==> src/rtl/lsic_pkg.sv <==
// Shared definitions for the opcode loader/fetch slice.
`default_nettype none

package lsic_pkg;

  localparam int OPCODE_W         = 8;
  localparam int MAX_ADDR_DEFAULT = 8;

  typedef enum logic [1:0] {
    ST_IDLE  = 2'd0,
    ST_WRITE = 2'd1,
    ST_DONE  = 2'd2
  } state_e;

endpackage

`default_nettype wire

==> src/rtl/mem_writer.sv <==
// Sequential opcode loader: streams valid/ready opcodes into consecutive sram
// addresses from 0, bounded by MAX_ADDR words per session.
`default_nettype none

module mem_writer
  import lsic_pkg::*;
#(
  parameter int MAX_ADDR = MAX_ADDR_DEFAULT,
  parameter int ADDR_W   = 8
) (
  input  logic                clk,
  input  logic                rst,
  input  logic                start,
  input  logic                abort,
  input  logic                in_valid,
  input  logic [OPCODE_W-1:0] in_data,
  output logic                in_ready,
  output logic                mem_we,
  output logic [ADDR_W-1:0]   mem_addr,
  output logic [OPCODE_W-1:0] mem_wdata,
  output logic                busy,
  output logic                done,
  output logic [ADDR_W-1:0]   count
);

  localparam logic [ADDR_W-1:0] LAST_ADDR = ADDR_W'(MAX_ADDR - 1);
  localparam logic [ADDR_W-1:0] ONE       = ADDR_W'(1);

  state_e              state_q, state_d;
  logic [ADDR_W-1:0]   addr_q, addr_d;
  logic [ADDR_W-1:0]   count_q, count_d;
  logic [ADDR_W-1:0]   mem_addr_q, mem_addr_d;
  logic [OPCODE_W-1:0] wdata_q, wdata_d;
  logic                we_q, we_d;
  logic                xfer;

  // in_ready is a pure decode of state_q, so the handshake never sees an input path.
  assign xfer = in_valid && (state_q == ST_WRITE);

  always_ff @(posedge clk or negedge rst) begin
    if (!rst) begin
      state_q <= ST_IDLE;
    end else begin
      state_q <= state_d;
    end
  end

  always_comb begin
    state_d = state_q;
    unique case (state_q)
      ST_IDLE: begin
        if (start) begin
          state_d = ST_WRITE;
        end
      end
      ST_WRITE: begin
        // Abort wins over completion: a session ended by abort never pulses done.
        if (abort) begin
          state_d = ST_IDLE;
        end else if (xfer && (addr_q == LAST_ADDR)) begin
          state_d = ST_DONE;
        end
      end
      ST_DONE: begin
        state_d = ST_IDLE;
      end
      default: begin
        state_d = ST_IDLE;
      end
    endcase
  end

  always_comb begin
    addr_d     = addr_q;
    count_d    = count_q;
    mem_addr_d = mem_addr_q;
    wdata_d    = wdata_q;
    we_d       = xfer;
    if ((state_q == ST_IDLE) && start) begin
      addr_d  = '0;
      count_d = '0;
    end
    if (xfer) begin
      addr_d     = addr_q + ONE;
      count_d    = count_q + ONE;
      mem_addr_d = addr_q;
      wdata_d    = in_data;
    end
  end

  always_ff @(posedge clk or negedge rst) begin
    if (!rst) begin
      addr_q     <= '0;
      count_q    <= '0;
      mem_addr_q <= '0;
      wdata_q    <= '0;
      we_q       <= 1'b0;
    end else begin
      addr_q     <= addr_d;
      count_q    <= count_d;
      mem_addr_q <= mem_addr_d;
      wdata_q    <= wdata_d;
      we_q       <= we_d;
    end
  end

  always_comb begin
    in_ready = 1'b0;
    busy     = 1'b0;
    done     = 1'b0;
    unique case (state_q)
      ST_IDLE: begin
        in_ready = 1'b0;
      end
      ST_WRITE: begin
        in_ready = 1'b1;
        busy     = 1'b1;
      end
      ST_DONE: begin
        busy = 1'b1;
        done = 1'b1;
      end
      default: begin
        in_ready = 1'b0;
      end
    endcase
  end

  assign mem_we    = we_q;
  assign mem_addr  = mem_addr_q;
  assign mem_wdata = wdata_q;
  assign count     = count_q;

endmodule

`default_nettype wire

==> config.mk <==
export PLATFORM = sky130hd
export DESIGN_NAME = mem_writer
export DESIGN_NICKNAME = d
export VERILOG_FILES = /design/src/rtl/lsic_pkg.sv /design/src/rtl/mem_writer.sv
export SDC_FILE = /design/constraint.sdc
export NUM_CORES = 1
export LEC_CHECK = 0
export ABC_AREA = 1
export ABC_CLOCK_PERIOD_IN_PS = 4000
export CAP_MARGIN = 20
export CORE_MARGIN = 2
export CORE_UTILIZATION = 30
export CTS_BUF_LIST = sky130_fd_sc_hd__clkbuf_8
export DETAILED_ROUTE_END_ITERATION = 6
export PLACE_DENSITY = 0.56
export SYNTH_ARGS = -nofsm -noshare
export SYNTH_HDL_FRONTEND = slang
export SYNTH_SLANG_ARGS = --single-unit
==> constraint.sdc <==
create_clock -name clk -period 4 [get_ports clk]
set_input_delay 0.8 -clock clk [delete_from_list [all_inputs] [get_ports clk]]
set_output_delay 0.8 -clock clk [all_outputs]
set_load 0.1 [all_outputs]
Yosys cells after proc, flatten, opt, wreduce, memory -nomap -nowiden

Index checks and enable logic that the tools add are counted.

$add $sub $neg: 2
Equal/unequal tests: 5
Mux-type cells: 10
Reduce and logical (&&, ||, !) cells: 7

Operators with widths:

| cell                | number |
|---|---|
| $mux 8              | 3 |
| $add 8x1->8 const B | 2 |
| $eq 8x3->1 const B  | 1 |
| $mux 2              | 3 |
| $pmux 2 s2          | 1 |
| $logic_and 1x1->1   | 3 |
| $mux 1              | 3 |
| $ne 3x2->1 const B  | 1 |
| $eq 2x1->1 const B  | 1 |
| $eq 2x2->1 const B  | 1 |
| $logic_not 2->1     | 1 |
| $ne 2x2->1 const B  | 1 |
| $reduce_and 2->1    | 1 |
| $reduce_bool 2->1   | 1 |
| $reduce_or 2->1     | 1 |

Flip-flop bits (word level): 35
Bits of input ports: 13
Output and inout bits: 28
Logic and storage cells: 30

Depth between registers and ports, before layout

Word-level depth: 6
Mapped depth: 9

Worst setup path before layout

No wires, ideal clock.

Path kind: register -> output
Start point: reg state_q[1]
End point: out in_ready
Arrival time: 1.288 ns
Setup slack: 1.912 ns
Cell stages (with the launch flop): 3
Buffers on the path: 0
Cells stage by stage: dfrtp_1 inv_1 ha_1

Word-level cells in the longest chain between the ends: 2

Ends and longest elaborated chain:

| element                | RTL line          | text |
|---|---|---|
| from (decl)            | mem_writer.sv:29  | `state_e state_q, state_d;` |
| from (signal assigned) | mem_writer.sv:44  | `state_q <= state_d;` |
| $eq 2x1->1             | mem_writer.sv:111 | `unique case (state_q)` |
| $mux 1                 | mem_writer.sv:111 |  |
| to (decl)              | mem_writer.sv:17  | `output logic in_ready,` |

No other way between the ends.

Worst setup path in the final report

Same ends and word-level chain as after synthesis.

==> flow_metrics.tcl <==
set metrics [dict create \
    critPathCaptureType "output port" \
    wl_um 3240 \
    post_cts_resized 0 \
    maxCapViolations 0 \
    skew_ps 4.10 \
    yosys.cell_types.count 20 \
    seq_area_frac_synth_pct 55.3 \
    synthArstFlopShare_pct 100 \
    postRouteAntennaNets 0 \
    hold_viol 0 \
    worst_pin_slew_ps 976 \
    fin_crit_sh_pct 73.6 \
    place_congestion 0.752 \
    critPathMaxStageDelay_ps 1150 \
    ys.flop_type "dfrtp_1" \
    final.setup.tns_ps 0 \
    grt_use_total_pct 11.8 \
    stdcell_count 301 \
    initial_core_util_pct 31.0 \
    multi_input_area_um2 607 \
    clk_latency_ps 280 \
    hold_depth 2 \
    drt_iter0_drc 96 \
    antenna_found_initial 0 \
    holdBufCountCts 0 \
    syn2layout_area_growth_pct 36.2 \
    num_antenna_cells 0 \
    clk_path_buf_depth 2 \
    ys_warn_count 0 \
    cts_buffers 5 \
    outcome "finished, final reports clean" \
    grt_pass1_vias 1208 \
    nNetsFinal 249 \
    synth_nets 206 \
    path_class "reg2out" \
    drv_slew 0 \
    hpwl_um 2320 \
    ff2ff_path_depth 9 \
    path_max_fanout 3 \
    yosysTopAreaCell "dfrtp_1" \
    cts.clk_slew.worst_paths_ps 70 \
    seq_area_um2 876 \
    synth_top_cells_by_area "dfrtp_1, nand2_1, ha_1, nor2_1, inv_1" \
    num_io_pins 41 \
    post_cts_buffers 0 \
    timing.final.crit_period_ps 2940 \
    critPathLaunchType "register" \
    ys_seq_elements 35 \
    cp.arrival_ps 2140 \
    die-area_mm2 0.00587 \
    fill_cells 541 \
    slowest_stage "clkdlybuf4s50_1" \
    path_cells "inv_1 -> ha_1 -> clkdlybuf4s50_1" \
    core_mm2 0.00511 \
    synthTopCellsByCount "nand2_1, dfrtp_1, nor2_1, inv_1, o21ai_1" \
    cp_data_required_time_ps 3200 \
    placed_cells 293 \
    grt_max_degree 36 \
    synth_area_mm2 0.00158 \
    grt-ovfl-total 0 \
    rsz0062_at_grt "no" \
    grt_first_pass_wirelength_um 5590 \
    drc 0 \
    slew_headroom_pct 34.7 \
    drtPass1Iterations 4 \
    root_buffer "clkbuf_8" \
    wl_per_cell_um 10.8 \
    hold_path_class "reg2reg" \
    setup_viol 0 \
    synthCells 187 \
    fmax_mhz 340 \
    die-width_um 76.6 \
    vias_per_cell 4.39 \
    vias 1320 \
    synth_edf_count 0 \
    port_buffers 40 \
    syn_area_per_cell_um2 8.46 \
    layout-drive-gt1-share_pct 5.19 \
    htreeDepth 2 \
    die_h_um 76.6 \
    cts_sinks 35 \
    synth.most_common_cell "nand2_1" \
    cts_tree "built" \
    rows 26 \
    synth.top_cell.area_share_pct 55.3 \
]
-- critical path: cells and delay by family (launching register included) --
| family | cells | cell delay (ps) |
|---|---|---|
| adder cells (fa/ha/maj) | 1 | 210 |
| buffers and inverters | 2 | 1250 |
| flip-flops | 1 | 400 |
-- cells in the final DEF (no fill, tap or decap) --
cell and count:
nand2_1 71, clkdlybuf4s50_1 40, dfrtp_1 35, nor2_1 17, inv_1 14, o21ai_1 9
nand3_1 8, a21oi_1 7, ha_1 6, clkbuf_8 6, o21ai_0 4, inv_2 2
o22ai_1 2, a31oi_1 2, nand2_2 1, a22oi_1 1, nand4_1 1, o31ai_1 1
a22o_1 1, bufinv_16 1, clkinv_2 1, buf_4 1
-- layer usage --
metal | part of all wire [%] | wire, um | up-vias | track usage (%)
met2 | 44 | 1430 | 36 | 18.6
met5 | 0 | 0 | - | 0
met3 | 6.7 | 216 | 5 | 4.86
li1 | - | - | 680 | -
met1 | 48 | 1560 | 599 | 15.1
met4 | 1.1 | 36 | 0 | 3.27
-- kinds of logic (layout without fill, tap and decap cells) --
family                   after synthesis  after routing  synth area share, %
AND/OR/NAND/NOR                       98             98                 24.2
flip-flops                            35             35                 55.3
AO/OA/AOI/OAI                         27             27                 9.41
buffers and inverters                 21             65                 6.32
adder cells (fa/ha/maj)                6              6                 4.74
-- registers in the layout, summed over array words and instances (netlist names) --
register / count
addr_q: 8
mem_addr: 8
mem_we: 1
mem_wdata: 8
count: 8
state_q: 2
-- path summary, 6_finish.rpt --
check                                   from            to  slack, ps
worst min register to register  mem_wdata[0]  mem_wdata[0]        480
worst max-delay path              state_q[1]      in_ready       1060
max in group asynchronous                rst      count[3]       2750
min in group asynchronous                rst   mem_addr[5]        930
worst min-delay path            mem_wdata[0]  mem_wdata[0]        480
worst max register to register    state_q[1]      count[7]       1970
-- per-stage QoR --
| stage | hold slack (ps) | setup slack [ps] | instance area, um^2 | util, % |
|---|---|---|---|---|
| 6_report | 478 | 1060 | 2160 | 42.2 |
| 5_1_grt | 509 | 942 | 2160 | 42.2 |
| 4_1_cts | 484 | 1030 | 2160 | 42.2 |
| 3_5_place_dp | 465 | 1350 | 2040 | 39.9 |
| 3_3_place_gp | 464 | 1380 | 2040 | 39.9 |
| 2_1_floorplan | 446 | 1910 | 1580 | - |
-- area by class of cell --
type	count	area share (%)
well taps	70	4.06
repair buffers	41	18.9
multi-input cells	131	28.1
clock buffers	6	3.83
clock inverters	2	1.63
flip-flops and latches	35	40.6
inverters	16	2.79
Power is not shown: default switching activity piles up to over one toggle a cycle in this logic, so the estimate is an artifact.
